$ cat config.mk
export PLATFORM = sky130hd
export DESIGN_NAME = ringosc_freq_meter_ctrl_flat
export DESIGN_NICKNAME = d
export VERILOG_FILES = /design/src/rtl/ringosc_freq_meter_ctrl_if.sv /design/src/rtl/ringosc_freq_meter_ctrl.sv /design/src/flat_wrapper.sv
export SDC_FILE = /design/constraint.sdc
export NUM_CORES = 1
export LEC_CHECK = 0
export CAP_MARGIN = 25
export CORE_MARGIN = 1
export CORE_UTILIZATION = 35
export CTS_CLUSTER_SIZE = 8
export DETAILED_ROUTE_END_ITERATION = 8
export GPL_ROUTABILITY_DRIVEN = 0
export GPL_TIMING_DRIVEN = 0
export SLEW_MARGIN = 20
export SYNTH_ARGS = -nofsm -noshare
export SYNTH_HDL_FRONTEND = slang
export SYNTH_SLANG_ARGS = --single-unit
$ cat constraint.sdc
create_clock -name clk -period 2.4 [get_ports clk]
set_clock_uncertainty 0.2 [all_clocks]
set_input_delay 0.36 -clock clk [delete_from_list [all_inputs] [get_ports clk]]
set_output_delay 0.36 -clock clk [all_outputs]
set_load 0.1 [all_outputs]
$ cat src/rtl/ringosc_freq_meter_ctrl_if.sv
// Control/result bundle between the pin mux (master) and the ring-oscillator
// frequency meter sequencer (slave).
interface ringosc_freq_meter_ctrl_if #(
  parameter int COUNT_W = 16
);
  logic               start;
  logic               abort;
  logic [3:0]         gate_sel;
  logic               busy;
  logic               done;
  logic [COUNT_W-1:0] result;
  logic               overflow;

  modport master (
    output start, abort, gate_sel,
    input  busy, done, result, overflow
  );

  modport slave (
    input  start, abort, gate_sel,
    output busy, done, result, overflow
  );
endinterface

$ cat src/rtl/ringosc_freq_meter_ctrl.sv
// Ring-oscillator frequency meter sequencer: divider reset, ring settle, gated
// edge count of one divider tap. Define RINGOSC_CONT_MEAS_EN for back-to-back measurement.
//
// state  | meaning
// IDLE   | ring off, divider out of reset, waiting for start
// DRST   | divider held in reset, ring off
// SETTLE | ring running, edges ignored
// GATE   | ring running, edges counted for 2^gate_sel cycles
// DRAIN  | count edges still in the synchroniser pipeline
// DONE   | latch result/overflow, pulse done
module ringosc_freq_meter_ctrl #(
  parameter int COUNT_W        = 16,
  parameter int SETTLE_CYCLES  = 8,
  parameter int DIV_RST_CYCLES = 2
) (
  input  logic                       clk,
  input  logic                       rst_n,
  ringosc_freq_meter_ctrl_if.slave   bus,
  input  logic                       ro_tap_i,
  output logic                       ro_en_o,
  output logic                       ro_rst_n_o
);

  localparam logic [2:0] S_IDLE   = 3'd0;
  localparam logic [2:0] S_DRST   = 3'd1;
  localparam logic [2:0] S_SETTLE = 3'd2;
  localparam logic [2:0] S_GATE   = 3'd3;
  localparam logic [2:0] S_DRAIN  = 3'd4;
  localparam logic [2:0] S_DONE   = 3'd5;

  localparam logic [15:0]        DRST_LOAD   = 16'(DIV_RST_CYCLES - 1);
  localparam logic [15:0]        SETTLE_LOAD = 16'(SETTLE_CYCLES - 1);
  localparam logic [COUNT_W-1:0] CNT_MAX     = '1;

`ifdef RINGOSC_CONT_MEAS_EN
  localparam logic CONT_EN = 1'b1;
`else
  localparam logic CONT_EN = 1'b0;
`endif

  logic [2:0]         state_q, state_d;
  logic [15:0]        timer_q, timer_d;
  logic [3:0]         gsel_q, gsel_d;
  logic [COUNT_W-1:0] cnt_q, cnt_d;
  logic [COUNT_W-1:0] result_q, result_d;
  logic               ovf_acc_q, ovf_acc_d;
  logic               ovf_q, ovf_d;
  logic               done_q, done_d;
  logic               ro_en_q, ro_en_d;
  logic               ro_rst_n_q, ro_rst_n_d;
  logic               s1_q, s2_q, s3_q;
  logic               edge_pulse;
  logic               tc;
  logic [15:0]        gate_load;

  assign edge_pulse = s2_q & ~s3_q;
  assign tc         = (timer_q == 16'd0);
  assign gate_load  = (16'd1 << gsel_q) - 16'd1;

  always_comb begin
    state_d   = state_q;
    timer_d   = tc ? timer_q : timer_q - 16'd1;
    gsel_d    = gsel_q;
    cnt_d     = cnt_q;
    ovf_acc_d = ovf_acc_q;
    result_d  = result_q;
    ovf_d     = ovf_q;
    done_d    = 1'b0;

    // DRAIN still counts: those pulses come from samples taken inside the gate
    if ((state_q == S_GATE || state_q == S_DRAIN) && edge_pulse) begin
      if (cnt_q != CNT_MAX) cnt_d = cnt_q + 1'b1;
      if (cnt_q >= CNT_MAX - 1'b1) ovf_acc_d = 1'b1;
    end

    case (state_q)
      S_IDLE: begin
        if (bus.start) begin
          state_d   = S_DRST;
          timer_d   = DRST_LOAD;
          gsel_d    = bus.gate_sel;
          cnt_d     = '0;
          ovf_acc_d = 1'b0;
        end
      end
      S_DRST: begin
        if (tc) begin
          state_d = S_SETTLE;
          timer_d = SETTLE_LOAD;
        end
      end
      S_SETTLE: begin
        if (tc) begin
          state_d = S_GATE;
          timer_d = gate_load;
        end
      end
      S_GATE: begin
        if (tc) begin
          state_d = S_DRAIN;
          timer_d = 16'd1;
        end
      end
      S_DRAIN: begin
        if (tc) state_d = S_DONE;
      end
      S_DONE: begin
        result_d = cnt_q;
        ovf_d    = ovf_acc_q;
        done_d   = 1'b1;
        if (CONT_EN && bus.start) begin
          state_d   = S_SETTLE;
          timer_d   = SETTLE_LOAD;
          cnt_d     = '0;
          ovf_acc_d = 1'b0;
        end else begin
          state_d = S_IDLE;
        end
      end
      default: state_d = S_IDLE;
    endcase

    if (bus.abort) begin
      state_d  = S_IDLE;
      result_d = result_q;
      ovf_d    = ovf_q;
      done_d   = 1'b0;
    end

    // Pin drives are registered from the next state so they never glitch
    ro_en_d    = (state_d == S_SETTLE) || (state_d == S_GATE) ||
                 (CONT_EN && (state_d == S_DRAIN || state_d == S_DONE));
    ro_rst_n_d = (state_d != S_DRST);
  end

  always_ff @(posedge clk or negedge rst_n) begin
    if (!rst_n) begin
      state_q    <= S_IDLE;
      timer_q    <= '0;
      gsel_q     <= '0;
      cnt_q      <= '0;
      ovf_acc_q  <= 1'b0;
      result_q   <= '0;
      ovf_q      <= 1'b0;
      done_q     <= 1'b0;
      ro_en_q    <= 1'b0;
      ro_rst_n_q <= 1'b0;
      s1_q       <= 1'b0;
      s2_q       <= 1'b0;
      s3_q       <= 1'b0;
    end else begin
      state_q    <= state_d;
      timer_q    <= timer_d;
      gsel_q     <= gsel_d;
      cnt_q      <= cnt_d;
      ovf_acc_q  <= ovf_acc_d;
      result_q   <= result_d;
      ovf_q      <= ovf_d;
      done_q     <= done_d;
      ro_en_q    <= ro_en_d;
      ro_rst_n_q <= ro_rst_n_d;
      s1_q       <= ro_tap_i;
      s2_q       <= s1_q;
      s3_q       <= s2_q;
    end
  end

  assign bus.busy     = (state_q != S_IDLE);
  assign bus.done     = done_q;
  assign bus.result   = result_q;
  assign bus.overflow = ovf_q;
  assign ro_en_o      = ro_en_q;
  assign ro_rst_n_o   = ro_rst_n_q;

endmodule

$ cat src/flat_wrapper.sv
// flat-port wrapper written by rule: the top's interface ports become plain ports
module ringosc_freq_meter_ctrl_flat 
#(
  parameter int COUNT_W        = 16,
  parameter int SETTLE_CYCLES  = 8,
  parameter int DIV_RST_CYCLES = 2
)
  (clk, rst_n, ro_tap_i, ro_en_o, ro_rst_n_o, bus_start, bus_abort, bus_gate_sel, bus_busy, bus_done, bus_result, bus_overflow);
  ringosc_freq_meter_ctrl_if #(.COUNT_W(COUNT_W)) bus_i ();
  input  logic clk;
  input  logic rst_n;
  input  logic ro_tap_i;
  output logic ro_en_o;
  output logic ro_rst_n_o;
  input wire logic [$bits(bus_i.start)-1:0] bus_start;
  input wire logic [$bits(bus_i.abort)-1:0] bus_abort;
  input wire logic [$bits(bus_i.gate_sel)-1:0] bus_gate_sel;
  output wire logic [$bits(bus_i.busy)-1:0] bus_busy;
  output wire logic [$bits(bus_i.done)-1:0] bus_done;
  output wire logic [$bits(bus_i.result)-1:0] bus_result;
  output wire logic [$bits(bus_i.overflow)-1:0] bus_overflow;
  assign bus_i.start = bus_start;
  assign bus_i.abort = bus_abort;
  assign bus_i.gate_sel = bus_gate_sel;
  assign bus_busy = bus_i.busy;
  assign bus_done = bus_i.done;
  assign bus_result = bus_i.result;
  assign bus_overflow = bus_i.overflow;
  ringosc_freq_meter_ctrl #(.COUNT_W(COUNT_W), .SETTLE_CYCLES(SETTLE_CYCLES), .DIV_RST_CYCLES(DIV_RST_CYCLES)) u_core (.clk(clk), .rst_n(rst_n), .bus(bus_i), .ro_tap_i(ro_tap_i), .ro_en_o(ro_en_o), .ro_rst_n_o(ro_rst_n_o));
endmodule
=== After elaboration in Yosys (flattened, before gate mapping) ===
Index checks and enable logic that the tools add are counted.

* Shift-type cells: 1
* Mux-type cells: 23
* Order comparisons: 1
* Bitwise gates (word level): 3
* Equality and inequality tests: 9
* $add $sub $neg: 3
* Reductions and logical operators: 8

{| class="wikitable"
|+ Operators with widths
! cell !! count
|-
| $mux 16 || 9
|-
| $pmux 16 s4 || 1
|-
| $sub 16x1->16 const B || 2
|-
| $mux 3 || 6
|-
| $add 16x1->16 const B || 1
|-
| $ge 16x16->1 const B || 1
|-
| $logic_not 16->1 || 1
|-
| $ne 16x16->1 const B || 1
|-
| $shl 1x4->16 const A || 1
|-
| $pmux 3 s5 || 1
|-
| $eq 3x2->1 const B || 4
|-
| $eq 3x3->1 const B || 2
|-
| $mux 1 || 6
|-
| $reduce_and 2->1 || 2
|-
| $eq 3x1->1 const B || 1
|-
| $logic_not 3->1 || 1
|-
| $ne 3x1->1 const B || 1
|-
| $reduce_bool 3->1 || 1
|-
| $logic_or 1x1->1 || 2
|-
| $not 1->1 || 2
|-
| $and 1x1->1 || 1
|-
| $logic_and 1x1->1 || 1
|}

* Register bits after elaboration: 63
* Input port bits: 9

=== Depth between registers and ports, before layout ===
Gate-level depths: netlist of the first run.

* Depth after elaboration: 6
* Gate-level depth with buffers: 9

=== Worst setup path before layout of the first run ===
No wires, ideal clock.

* Path kind: reg2reg
* Start: register u_core.timer_q[0]
* End: register u_core.timer_q[2]
* Library setup time: 0.132 ns
* Clock period less this slack: 2.049 ns
* Cell stages (with the launch flop): 10
* Arrival time: 1.716 ns
* Path slack: 0.351 ns
* Path through: dfrtp_1 > inv_1 > ha_1 > nor4b_2 > and4_1 > buf_4 > buf_6 > nor2_1 > a221oi_1 > a211oi_1

* Word-level cells in the longest chain between the ends: 4
* Elaborated cells between the ends (all ways): 8
* Those cells by class: 1 x add/sub; 6 x mux; 1 x reduce/logical

{| class="wikitable"
|+ RTL lines
! what !! RTL line !! text
|-
| start: declaration || ringosc_freq_meter_ctrl.sv:42 || <nowiki>logic [15:0] timer_q, timer_d;</nowiki>
|-
| start signal: assignment || ringosc_freq_meter_ctrl.sv:153 || <nowiki>timer_q <= timer_d;</nowiki>
|-
| $sub 16x1->16 or $logic_not 16->1 (tied branches) || ringosc_freq_meter_ctrl.sv:62, ringosc_freq_meter_ctrl.sv:57 ||
|-
| $mux 16 || ringosc_freq_meter_ctrl.sv:62 || <nowiki>timer_d = tc ? timer_q : timer_q - 16'd1;</nowiki>
|-
| $mux 16, on equally long branches || -- ||
|-
| $pmux 16 s4 * || ringosc_freq_meter_ctrl.sv:76 || <nowiki>case (state_q)</nowiki>
|-
| named net u_core.timer_d[2] || ringosc_freq_meter_ctrl.sv:42 ||
|}

The timed path passes the listed nets; every way through them passes the cells marked *.
A chain may end at the register's enable or synchronous reset.

=== Final worst setup path of the first run ===
* Start: register u_core.ro_en_q (netlist: u_core.ro_en_o)
* End: output ro_en_o

{| class="wikitable"
|+ RTL lines
! what !! RTL line !! text
|-
| start: declaration || ringosc_freq_meter_ctrl.sv:49 || <nowiki>logic ro_en_q, ro_en_d;</nowiki>
|-
| start signal: assignment || ringosc_freq_meter_ctrl.sv:160 || <nowiki>ro_en_q <= ro_en_d;</nowiki>
|-
| end: declaration || flat_wrapper.sv:13 || <nowiki>output logic ro_en_o;</nowiki>
|}

No word-level cell between the ends.

==> flow_summary.json, run 1 <==
{
  "number_of_pins_exceeding_their_max_slew_limit_in_the_final_report": 0,
  "hold-path-endpoint": "u_core.s2_q$_DFF_PN0_",
  "route.detailed.drc": 0,
  "synth_seq_area_share_pct": 48.0,
  "worstPathMaxFanout": 1,
  "worst_slew_margin_rel_pct": 35.4,
  "route.detailed.vias_per_inst": 5.27,
  "setup-violations-final": 0,
  "worst_ep_arrival_time_ps": 1790,
  "gr-usage-all-layers_pct": 15.5,
  "clockRootBuffer": "sky130_fd_sc_hd__clkbuf_8",
  "netlist.area_leader.share_pct": 48.0,
  "cp_top_family": "buffers and inverters",
  "core_area_um2": 8890,
  "hp-start": "u_core.s1_q$_DFF_PN0_",
  "cts.sinks": 63,
  "cp.required_ps": 1840,
  "die_h_um": 98.8,
  "slowest_delay_ps": 1120,
  "port-buffer-count": 29,
  "post_drt_wl_per_cell_um": 14.8,
  "placementRows": 34,
  "n_fill_cell": 836,
  "floorplan.die.width_um": 98.8,
  "dp_hpwl_mm": 4.79,
  "power.ir.vdd_worst_uv": 414,
  "critical_path.slowest_cell": "sky130_fd_sc_hd__clkdlybuf4s50_1",
  "multiInputGateArea_um2": 1630,
  "diodes": 0,
  "timing.reg2reg.worst_path_depth": 6,
  "static-leakage-power_nw": 1.80,
  "finalNetCount": 365,
  "synth_cell_type_count": 49,
  "start_kind": "flip-flop",
  "critical_path_class": "reg -> out",
  "final_cells": 464,
  "number_of_synthesized_register_bits": 63,
  "tritoncts": "built",
  "layout-area-overhead-vs-synth_pct": 22.1,
  "h-tree-depth": 3,
  "worst-slew-pin-transition_ps": 967,
  "antenna_found_initial": 0,
  "period_utilization_pct": 98.1,
  "grt_pass1_wl_mm": 11.9,
  "crit_chain": "clkdlybuf4s50_1",
  "cts_buffers": 9,
  "drt_iter0_markers": 83,
  "regArea_um2": 1580,
  "aggregate_negative_setup_slack_ps": 0,
  "postLayoutCellArea_um2": 4010,
  "leading_post_synthesis_cells_by_cell_area": "sky130_fd_sc_hd__dfrtp_1, sky130_fd_sc_hd__mux2_2, sky130_fd_sc_hd__xnor2_1",
  "boundary_pins": 30,
  "cp_num_buf_inv": 1,
  "hold_depth": 0,
  "grt_max_degree": 47,
  "finalHoldViolations": 0,
  "rr_endpoint": "u_core.timer_q[14]$_DFF_PN0_",
  "dr.pass1.iters": 4,
  "design.die.area_um2": 9770,
  "cts.reportedPaths.clkPinSlew_ps": 80,
  "mappedNetlistArea_um2": 3280,
  "worstHoldPathType": "reg -> reg",
  "category_of_the_worst_setup_path_capture_point": "output pin",
  "powerDensity_nw_per_um2": 940,
  "synth_warnings": 0,
  "clk_path_buf_depth": 2,
  "timing.final.crit_period_ps": 2350,
  "status": "complete, no violations",
  "finalWirelength_mm": 6.88,
  "regToRegStartpoint": "u_core.timer_q[0]$_DFF_PN0_",
  "drv_cap": 0,
  "drive_gt1_share_pct": 20.8,
  "yosysTopAreaCell": "sky130_fd_sc_hd__dfrtp_1",
  "holdWs_ps": 142,
  "gr-total-overflow": 0,
  "syn_inst": 306,
  "insertion_delay_ps": 340,
  "num_vias": 2445,
  "average_cell_area_after_synthesis_um2": 10.7,
  "placed_area_um2": 3730,
  "inst_count_dp": 444,
  "worst-r2r-setup-slack_ps": 130,
  "clock.fmax_ghz": 0.425,
  "initial_utilization_pct": 36.9,
  "grt_pass1_vias": 2462,
  "antenna_left": 0,
  "synth.net_count": 320
}
[through the flow]
step / setup WS, ps / total power [mW] / utilization [%]
detailed placement: -280 / 2.66 / 42.0
global placement: -1380 / 2.65 / 41.7
floorplan: 351 / 2.38 / -
CTS: 0.323 / 3.75 / 44.5
global route: -28.3 / 4.02 / 45.1
finish: 46.5 / 3.77 / 45.1
[logic make-up after synthesis]
kind of cell / count (synthesis) / share of synthesized area (%)
and+or+nand+nor: 131 / 24.2
muxes: 28 / 9.34
buffers and inverters: 20 / 3.24
DFF: 63 / 48.0
xor gates and xnor gates: 24 / 6.40
adders and majority gates: 5 / 1.91
AOI/OAI and AO/OA: 35 / 6.82
[power breakdown]
part | switching [mW] | leakage, nW | internal, mW | total (mW)
Sequential | 0.177 | 0.844 | 1.20 | 1.38
Combinational | 0.759 | 0.848 | 0.574 | 1.33
Clock | 0.458 | 0.111 | 0.597 | 1.06
[area by class of cell]
type | count | share of cell area [%]
clock buffer | 9 | 3.09
timing repair buffer | 34 | 8.37
tap | 108 | 3.37
sequential | 63 | 39.3
multi-input combinational | 223 | 40.6
inverter | 5 | 0.468
clock inverter | 7 | 2.56
buffer | 15 | 2.25
[worst max-delay path by stage]
stage | startpoint | to | slack, ps | depth (start not counted)
global route | u_core.timer_q[0]$_DFF_PN0_ | u_core.timer_q[12]$_DFF_PN0_ | -30 | 8
global placement | rst_n | u_core.bus.result[10]$_DFFE_PN0P_ | -1380 | 1
floorplan | u_core.timer_q[0]$_DFF_PN0_ | u_core.timer_q[2]$_DFF_PN0_ | 350 | 9
CTS | u_core.bus.result[14]$_DFFE_PN0P_ | bus_result[14] | 0.3 | 1
detailed placement | u_core.state_q[2]$_DFF_PN0_ | bus_busy | -280 | 4
finish | u_core.ro_en_o$_DFF_PN0_ | ro_en_o | 50 | 1
[cells in the mapped netlist, drive strengths merged]
library cell / count
nand2b: 1
a21oi: 7
a31oi: 2
xnor2: 23
nand3b: 1
ha: 5
or4: 1
a21o: 1
nand3: 8
nor2b: 4
mux2i: 7
o211ai: 2
xor2: 1
o2111ai: 1
o21ai: 6
or2: 3
o22ai: 11
o21a: 1
buf: 11
or4b: 1
and3b: 1
nor3b: 1
nor3: 21
o31a: 1
nand2: 13
nor4: 13
or3: 8
and3: 1
clkbuf: 4
nor4b: 4
dfrtp: 63
a221oi: 1
nand4: 6
nor2: 40
a211oi: 2
nor4bb: 1
inv: 5
and4: 3
mux2: 21
[timing repair]
item | in CTS | in global routing
pin swaps | 1 | 1
endpoints found under the setup margin | 25 | 16
hold buffers | 1 | 0
resized for setup | 20 | 9
hold endpoints to repair | 31 | 0
cloned | 0 | 0
buffers inserted | 0 | 3
[state kept, by name, indices dropped and copies added, names as in the netlist]
register             count
u_core.gsel_q            4
u_core.ro_en_o           1
u_core.state_q           3
u_core.timer_q          16
u_core.bus.done          1
u_core.ro_rst_n_o        1
u_core.s2_q              1
u_core.s3_q              1
u_core.bus.result       16
u_core.bus.overflow      1
u_core.ovf_acc_q         1
u_core.s1_q              1
u_core.cnt_q            16
[layout by cell type (no fill, tap or decap), drive strengths merged, types with 5 or more instances in the layout]
| cell | synthesis | layout |
|---|---|---|
| dfrtp | 63 | 63 |
| nor2 | 40 | 40 |
| xnor2 | 23 | 23 |
| mux2 | 21 | 21 |
| nor3 | 21 | 21 |
| buf | 11 | 16 |
| dlygate4sd2 | 0 | 14 |
| clkbuf | 4 | 14 |
| nand2 | 13 | 13 |
| nor4 | 13 | 13 |
| o22ai | 11 | 11 |
| clkdlybuf4s50 | 0 | 10 |
| nand3 | 8 | 8 |
| or3 | 8 | 8 |
| inv | 5 | 8 |
| mux2i | 7 | 7 |
| a21oi | 7 | 7 |
| nand4 | 6 | 6 |
| o21ai | 6 | 6 |
| ha | 5 | 5 |
[layer usage]
layer,part of all wire [%],global-route usage [%],up-vias,wire (µm)
li1,-,-,1204,-
met1,46,19.9,1187,3170
met2,49,25.6,45,3390
met3,3.7,3.40,9,252
met4,1.0,5.63,0,70
met5,0,0,-,0
(Power assumes the default switching activity.)
==> inputs of run 2 (changes only) <==
Settings changed: CORE_MARGIN 1 to 3, DONT_BUFFER_PORTS set to 1.
==> flow_summary.json, run 2 (synthesis gave the netlist of run 1 again) <==
{
  "power.ir.vdd_worst_uv": 462,
  "placementRows": 34,
  "most-common-layout-cells": "sky130_fd_sc_hd__dfrtp_1, sky130_fd_sc_hd__nor2_1, sky130_fd_sc_hd__xnor2_1",
  "finalNetCount": 341,
  "die_h_um": 103,
  "period_utilization_pct": 95.3,
  "cts.reportedPaths.clkPinSlew_ps": 80,
  "powerDensity_nw_per_um2": 987,
  "antenna_left": 0,
  "setup-violations-final": 0,
  "grt_max_degree": 64,
  "placed_area_um2": 3420,
  "gr-total-overflow": 0,
  "postLayoutCellArea_um2": 3800,
  "design.die.area_um2": 10600,
  "port-buffer-count": 0,
  "num_vias": 2333,
  "timing.final.crit_period_ps": 2290,
  "worst_slew_margin_rel_pct": 39.4,
  "total_power_mw": 3.75,
  "worst_slack_ps": 112,
  "grt_pass1_wl_mm": 11.6,
  "antenna_found_initial": 0,
  "core_area_um2": 8930,
  "power_switching_mw": 1.38,
  "initial_utilization_pct": 36.7,
  "met3_wirelength_um": 308,
  "route.detailed.vias_per_inst": 5.30,
  "drive_gt1_share_pct": 21.7,
  "cp.required_ps": 2460,
  "most_common_cell_after_layout_fill_and_taps_aside": "sky130_fd_sc_hd__dfrtp_1",
  "h-tree-depth": 3,
  "inst_count_dp": 414,
  "worstPathMaxFanout": 5,
  "category_of_the_worst_setup_path_capture_point": "flip-flop",
  "met2_wire_length_mm": 3.45,
  "grt_pass1_vias": 2357,
  "clock.fmax_ghz": 0.437,
  "route.detailed.drc": 0,
  "dp_hpwl_mm": 4.78,
  "clockRootBuffer": "sky130_fd_sc_hd__clkbuf_8",
  "combinationalPowerShare_pct": 32.5,
  "diodes": 0,
  "drv_cap": 0,
  "finish.utilization_pct": 42.5,
  "pre_cts_ws_ps": -130,
  "insertion_delay_ps": 340,
  "cts_buffers": 9,
  "critical_path_class": "reg -> reg",
  "start_kind": "flip-flop",
  "worst-slew-pin-transition_ps": 909,
  "gr-usage-all-layers_pct": 14.2,
  "layout-area-overhead-vs-synth_pct": 15.7,
  "worstHoldPathType": "in -> reg",
  "power_frac_clock_pct": 28.0,
  "drt_iter0_markers": 101,
  "floorplan.die.width_um": 103,
  "finalWirelength_mm": 7.08,
  "worst_ep_arrival_time_ps": 2350,
  "p_sw_share_pct": 36.8,
  "post_drt_wl_per_cell_um": 16.1,
  "internal_power_mw": 2.37,
  "clk_path_buf_depth": 2,
  "met1_length_mm": 3.28,
  "cts.sinks": 63,
  "holdWs_ps": 81.5,
  "boundary_pins": 30,
  "final_cells": 440,
  "number_of_pins_exceeding_their_max_slew_limit_in_the_final_report": 0,
  "aggregate_negative_setup_slack_ps": 0,
  "status": "complete, no violations",
  "share_seq_of_total_power_pct": 39.5,
  "top_layer_used": "met4",
  "dr.pass1.iters": 4,
  "finalHoldViolations": 0,
  "static-leakage-power_nw": 1.60,
  "tritoncts": "built"
}
-- run 2: cell types whose count changed in the layout (fill, tap and decap cells not counted), moves of 2 or more --
| cell | before | now |
|---|---|---|
| sky130_fd_sc_hd__inv_6 | 3 | 1 |
| sky130_fd_sc_hd__buf_4 | 7 | 3 |
| sky130_fd_sc_hd__clkdlybuf4s50_1 | 10 | 0 |
| sky130_fd_sc_hd__dlymetal6s2s_1 | 3 | 0 |
| sky130_fd_sc_hd__dlygate4sd2_1 | 14 | 0 |
| sky130_fd_sc_hd__dlygate4sd3_1 | 1 | 7 |
-- run 2: layer usage --
metal | track usage, % | vias up
li1 | - | 1148
met1 | 19.1 | 1135
met2 | 22.2 | 46
met3 | 4.80 | 4
met4 | 3.59 | 0
met5 | 0 | -
-- run 2: repair_timing --
item                                    in CTS  in global routing
hold buffers                                 8                  0
pin swaps                                    1                  3
endpoints found under the hold margin       73                  0
gates resized for setup                      3                  6
endpoints found under the setup margin      11                 13
buffers inserted                             1                  1
-- run 2: final timing paths --
| check | startpoint | slack (ps) | end | depth (start not counted) |
|---|---|---|---|---|
| max | u_core.timer_q[0]$_DFF_PN0_ | 110 | u_core.timer_q[13]$_DFF_PN0_ | 6 |
| min | bus_start | 80 | u_core.timer_q[12]$_DFF_PN0_ | 3 |
| max reg2reg | u_core.timer_q[0]$_DFF_PN0_ | 110 | u_core.timer_q[13]$_DFF_PN0_ | 6 |
| min reg2reg | u_core.s1_q$_DFF_PN0_ | 150 | u_core.s2_q$_DFF_PN0_ | 0 |
| max in group asynchronous | rst_n | 1320 | u_core.timer_q[7]$_DFF_PN0_ | 2 |
| min in group asynchronous | rst_n | 400 | u_core.timer_q[3]$_DFF_PN0_ | 2 |
-- run 2: power groups by stage --
stage / logic, mW / clock network, mW / registers, mW
finish: 1.22 / 1.05 / 1.48
global placement: 1.09 / 0 / 1.49
detailed placement: 1.10 / 0 / 1.49
CTS: 1.18 / 1.09 / 1.48
global route: 1.35 / 1.14 / 1.50
floorplan: 0.924 / 0 / 1.46
-- run 2: final cells by class --
class,instances,area (µm²)
fill,858,5140
multi-input combinational,223,1630
sequential,63,1580
clock buffer,10,138
tap,108,135
timing repair buffer,10,113
buffer,15,97.6
clock inverter,6,92.6
inverter,5,18.8
-- run 2: worst max-delay path, cell delays in order (launching register included) --
cell,delay (ps)
sky130_fd_sc_hd__dfrtp_1,410
sky130_fd_sc_hd__inv_2,80
sky130_fd_sc_hd__ha_1,190
sky130_fd_sc_hd__or4b_1,520
sky130_fd_sc_hd__nor4b_4,350
sky130_fd_sc_hd__nand2_1,220
sky130_fd_sc_hd__o22ai_1,240
==> inputs of run 3 (changes only) <==
Settings changed: ABC_AREA set to 1.
==> flow_summary.json, run 3 <==
{
  "worstHoldPathType": "in -> reg",
  "antenna_left": 0,
  "finalHoldViolations": 0,
  "clk_path_buf_depth": 2,
  "most_common_cell_after_layout_fill_and_taps_aside": "sky130_fd_sc_hd__nand2_1",
  "average_cell_area_after_synthesis_um2": 7.81,
  "gr-total-overflow": 0,
  "antenna_found_initial": 0,
  "static-leakage-power_nw": 1.81,
  "cts.sinks": 63,
  "holdWs_ps": 26.1,
  "drv_cap": 0,
  "inst_count_dp": 572,
  "clockRootBuffer": "sky130_fd_sc_hd__clkbuf_8",
  "number_of_synthesized_register_bits": 63,
  "synth_seq_area_share_pct": 45.6,
  "powerDensity_nw_per_um2": 921,
  "tritoncts": "built",
  "finalNetCount": 475,
  "synth.net_count": 457,
  "category_of_the_worst_setup_path_capture_point": "flip-flop",
  "finalWirelength_mm": 8.21,
  "clock.fmax_ghz": 0.460,
  "h-tree-depth": 3,
  "final_cells": 595,
  "cts_buffers": 9,
  "power.ir.vdd_worst_uv": 366,
  "most-common-layout-cells": "sky130_fd_sc_hd__nand2_1, sky130_fd_sc_hd__dfrtp_1, sky130_fd_sc_hd__nor2_1",
  "critical_path_class": "reg -> reg",
  "mappedNetlistArea_um2": 3460,
  "grt_max_degree": 64,
  "gr-usage-all-layers_pct": 15.8,
  "initial_utilization_pct": 36.8,
  "synth_warnings": 0,
  "yosysTopAreaCell": "sky130_fd_sc_hd__dfrtp_1",
  "floorplan.die.width_um": 105,
  "critical_path.slowest_cell": "sky130_fd_sc_hd__dfrtp_1",
  "core_area_um2": 9420,
  "grt_pass1_vias": 2861,
  "worst_slack_ps": 226,
  "synth_cell_type_count": 35,
  "path_common_cell": "sky130_fd_sc_hd__nor2_1",
  "die_h_um": 105,
  "synthMostInstantiatedCell": "sky130_fd_sc_hd__nand2_1",
  "placed_area_um2": 3620,
  "yosys-top-cells-count": "sky130_fd_sc_hd__nand2_1, sky130_fd_sc_hd__dfrtp_1, sky130_fd_sc_hd__nor2_1, sky130_fd_sc_hd__inv_1, sky130_fd_sc_hd__o21ai_0",
  "leading_post_synthesis_cells_by_cell_area": "sky130_fd_sc_hd__dfrtp_1, sky130_fd_sc_hd__nand2_1, sky130_fd_sc_hd__nor2_1",
  "setup-violations-final": 0,
  "number_of_pins_exceeding_their_max_slew_limit_in_the_final_report": 0,
  "syn_inst": 443,
  "worst_ep_arrival_time_ps": 2190,
  "route.detailed.drc": 0,
  "netlist.area_leader.share_pct": 45.6,
  "synth_edf_count": 0,
  "num_vias": 2878,
  "slowest_delay_ps": 410,
  "crit_chain": "inv_1, ha_1, inv_1, nor2_1, nand2_1, nor2_4, nand2_4, ha_1, nor2_1, o22ai_1, nor2_1, a21oi_1",
  "start_kind": "flip-flop",
  "design.die.area_um2": 11100,
  "drive_gt1_share_pct": 11.8,
  "pre_cts_ws_ps": 33.8,
  "worst-slew-pin-transition_ps": 945,
  "insertion_delay_ps": 340,
  "status": "complete, no violations",
  "period_utilization_pct": 90.6,
  "worst_slew_margin_rel_pct": 37.0,
  "ys_async_sr_fraction_pct": 100,
  "port-buffer-count": 0,
  "synth_ff_type": "sky130_fd_sc_hd__dfrtp_1",
  "worstPathMaxFanout": 10,
  "drt_iter0_markers": 128,
  "cts.reportedPaths.clkPinSlew_ps": 70,
  "layout-area-overhead-vs-synth_pct": 12.9,
  "boundary_pins": 30,
  "post_drt_wl_per_cell_um": 13.8,
  "dp_hpwl_mm": 5.98,
  "grt_pass1_wl_mm": 14.1,
  "timing.final.crit_period_ps": 2170,
  "placementRows": 35,
  "diodes": 0,
  "dr.pass1.iters": 4,
  "cp.required_ps": 2420,
  "route.detailed.vias_per_inst": 4.84,
  "postLayoutCellArea_um2": 3910,
  "postCtsSetupBuffers": 0
}
==> run 3: cell count changes after synthesis, moves of 21 or more <==
cell,before,now
sky130_fd_sc_hd__xnor2_1,23,0
sky130_fd_sc_hd__inv_1,5,46
sky130_fd_sc_hd__o21ai_0,3,33
sky130_fd_sc_hd__nand3_1,7,30
sky130_fd_sc_hd__nand2_1,12,108
sky130_fd_sc_hd__mux2_2,21,0
==> run 3: report_power, final <==
part / internal, mW / switching [mW]
clock network: 0.476 / 0.425
registers: 1.20 / 0.186
logic: 0.447 / 0.863
==> run 3: worst paths after layout <==
| path | start | end | slack, ps | cells past startpoint |
|---|---|---|---|---|
| setup / recovery | u_core.timer_q[0]$_DFF_PN0_ | u_core.timer_q[0]$_DFF_PN0_ | 230 | 12 |
| hold reg to reg | u_core.s1_q$_DFF_PN0_ | u_core.s2_q$_DFF_PN0_ | 150 | 0 |
| min in group asynchronous | rst_n | u_core.timer_q[2]$_DFF_PN0_ | 350 | 2 |
| hold / removal | bus_abort | u_core.ro_en_o$_DFF_PN0_ | 30 | 3 |
| setup reg to reg | u_core.timer_q[0]$_DFF_PN0_ | u_core.timer_q[0]$_DFF_PN0_ | 230 | 12 |
| max in group asynchronous | rst_n | u_core.cnt_q[5]$_DFF_PN0_ | 1370 | 2 |
==> run 3: timing repair <==
| action | 4_1_cts | 5_1_grt |
|---|---|---|
| hold buffers | 7 | 0 |
| setup endpoints to repair | 0 | 14 |
| hold endpoints to repair | 68 | 0 |
| gates resized for setup | 0 | 2 |
==> run 3: kinds of logic (layout without fill, tap and decap cells) <==
family / count (synthesis) / in the layout / synth area share [%]
simple gates: 237 / 237 / 31.7
compound gates: 70 / 70 / 11.6
flops: 63 / 63 / 45.6
buf+inv: 58 / 81 / 6.87
xor+xnor: 10 / 10 / 2.53
fa+ha+maj: 5 / 5 / 1.81
==> run 3: worst max-delay path, delay by kind of cell (launching register included) <==
kind	cells	cell delay, ps
AO/OA/AOI/OAI	2	150
adder cells (fa/ha/maj)	2	490
buffers and inverters	2	150
flip-flops	1	410
AND/OR/NAND/NOR	6	660
==> run 3: area by class of cell <==
class | instances | area [µm²]
fill | 987 | 5510
multi-input combinational | 322 | 1660
inverter | 51 | 194
sequential | 63 | 1580
clock inverter | 6 | 61.3
buffer | 7 | 43.8
clock buffer | 10 | 128
tap | 129 | 161
timing repair buffer | 7 | 87.6
==> run 3: per-layer routing <==
layer	track usage (%)	vias up	wire length (µm)
met5	0	-	0
met4	4.03	0	73
met3	4.23	6	281
met2	26.8	43	4170
met1	19.8	1354	3690
li1	-	1475	-
==> run 3: metrics by stage <==
stage / util, % / power (mW) / TNS [ps]
global placement: 38.5 / 2.63 / 0
global route: 41.5 / 3.90 / -1.73
floorplan: - / 2.40 / 0
detailed placement: 38.5 / 2.65 / 0
finish: 41.5 / 3.60 / 0
CTS: 41.4 / 3.61 / 0
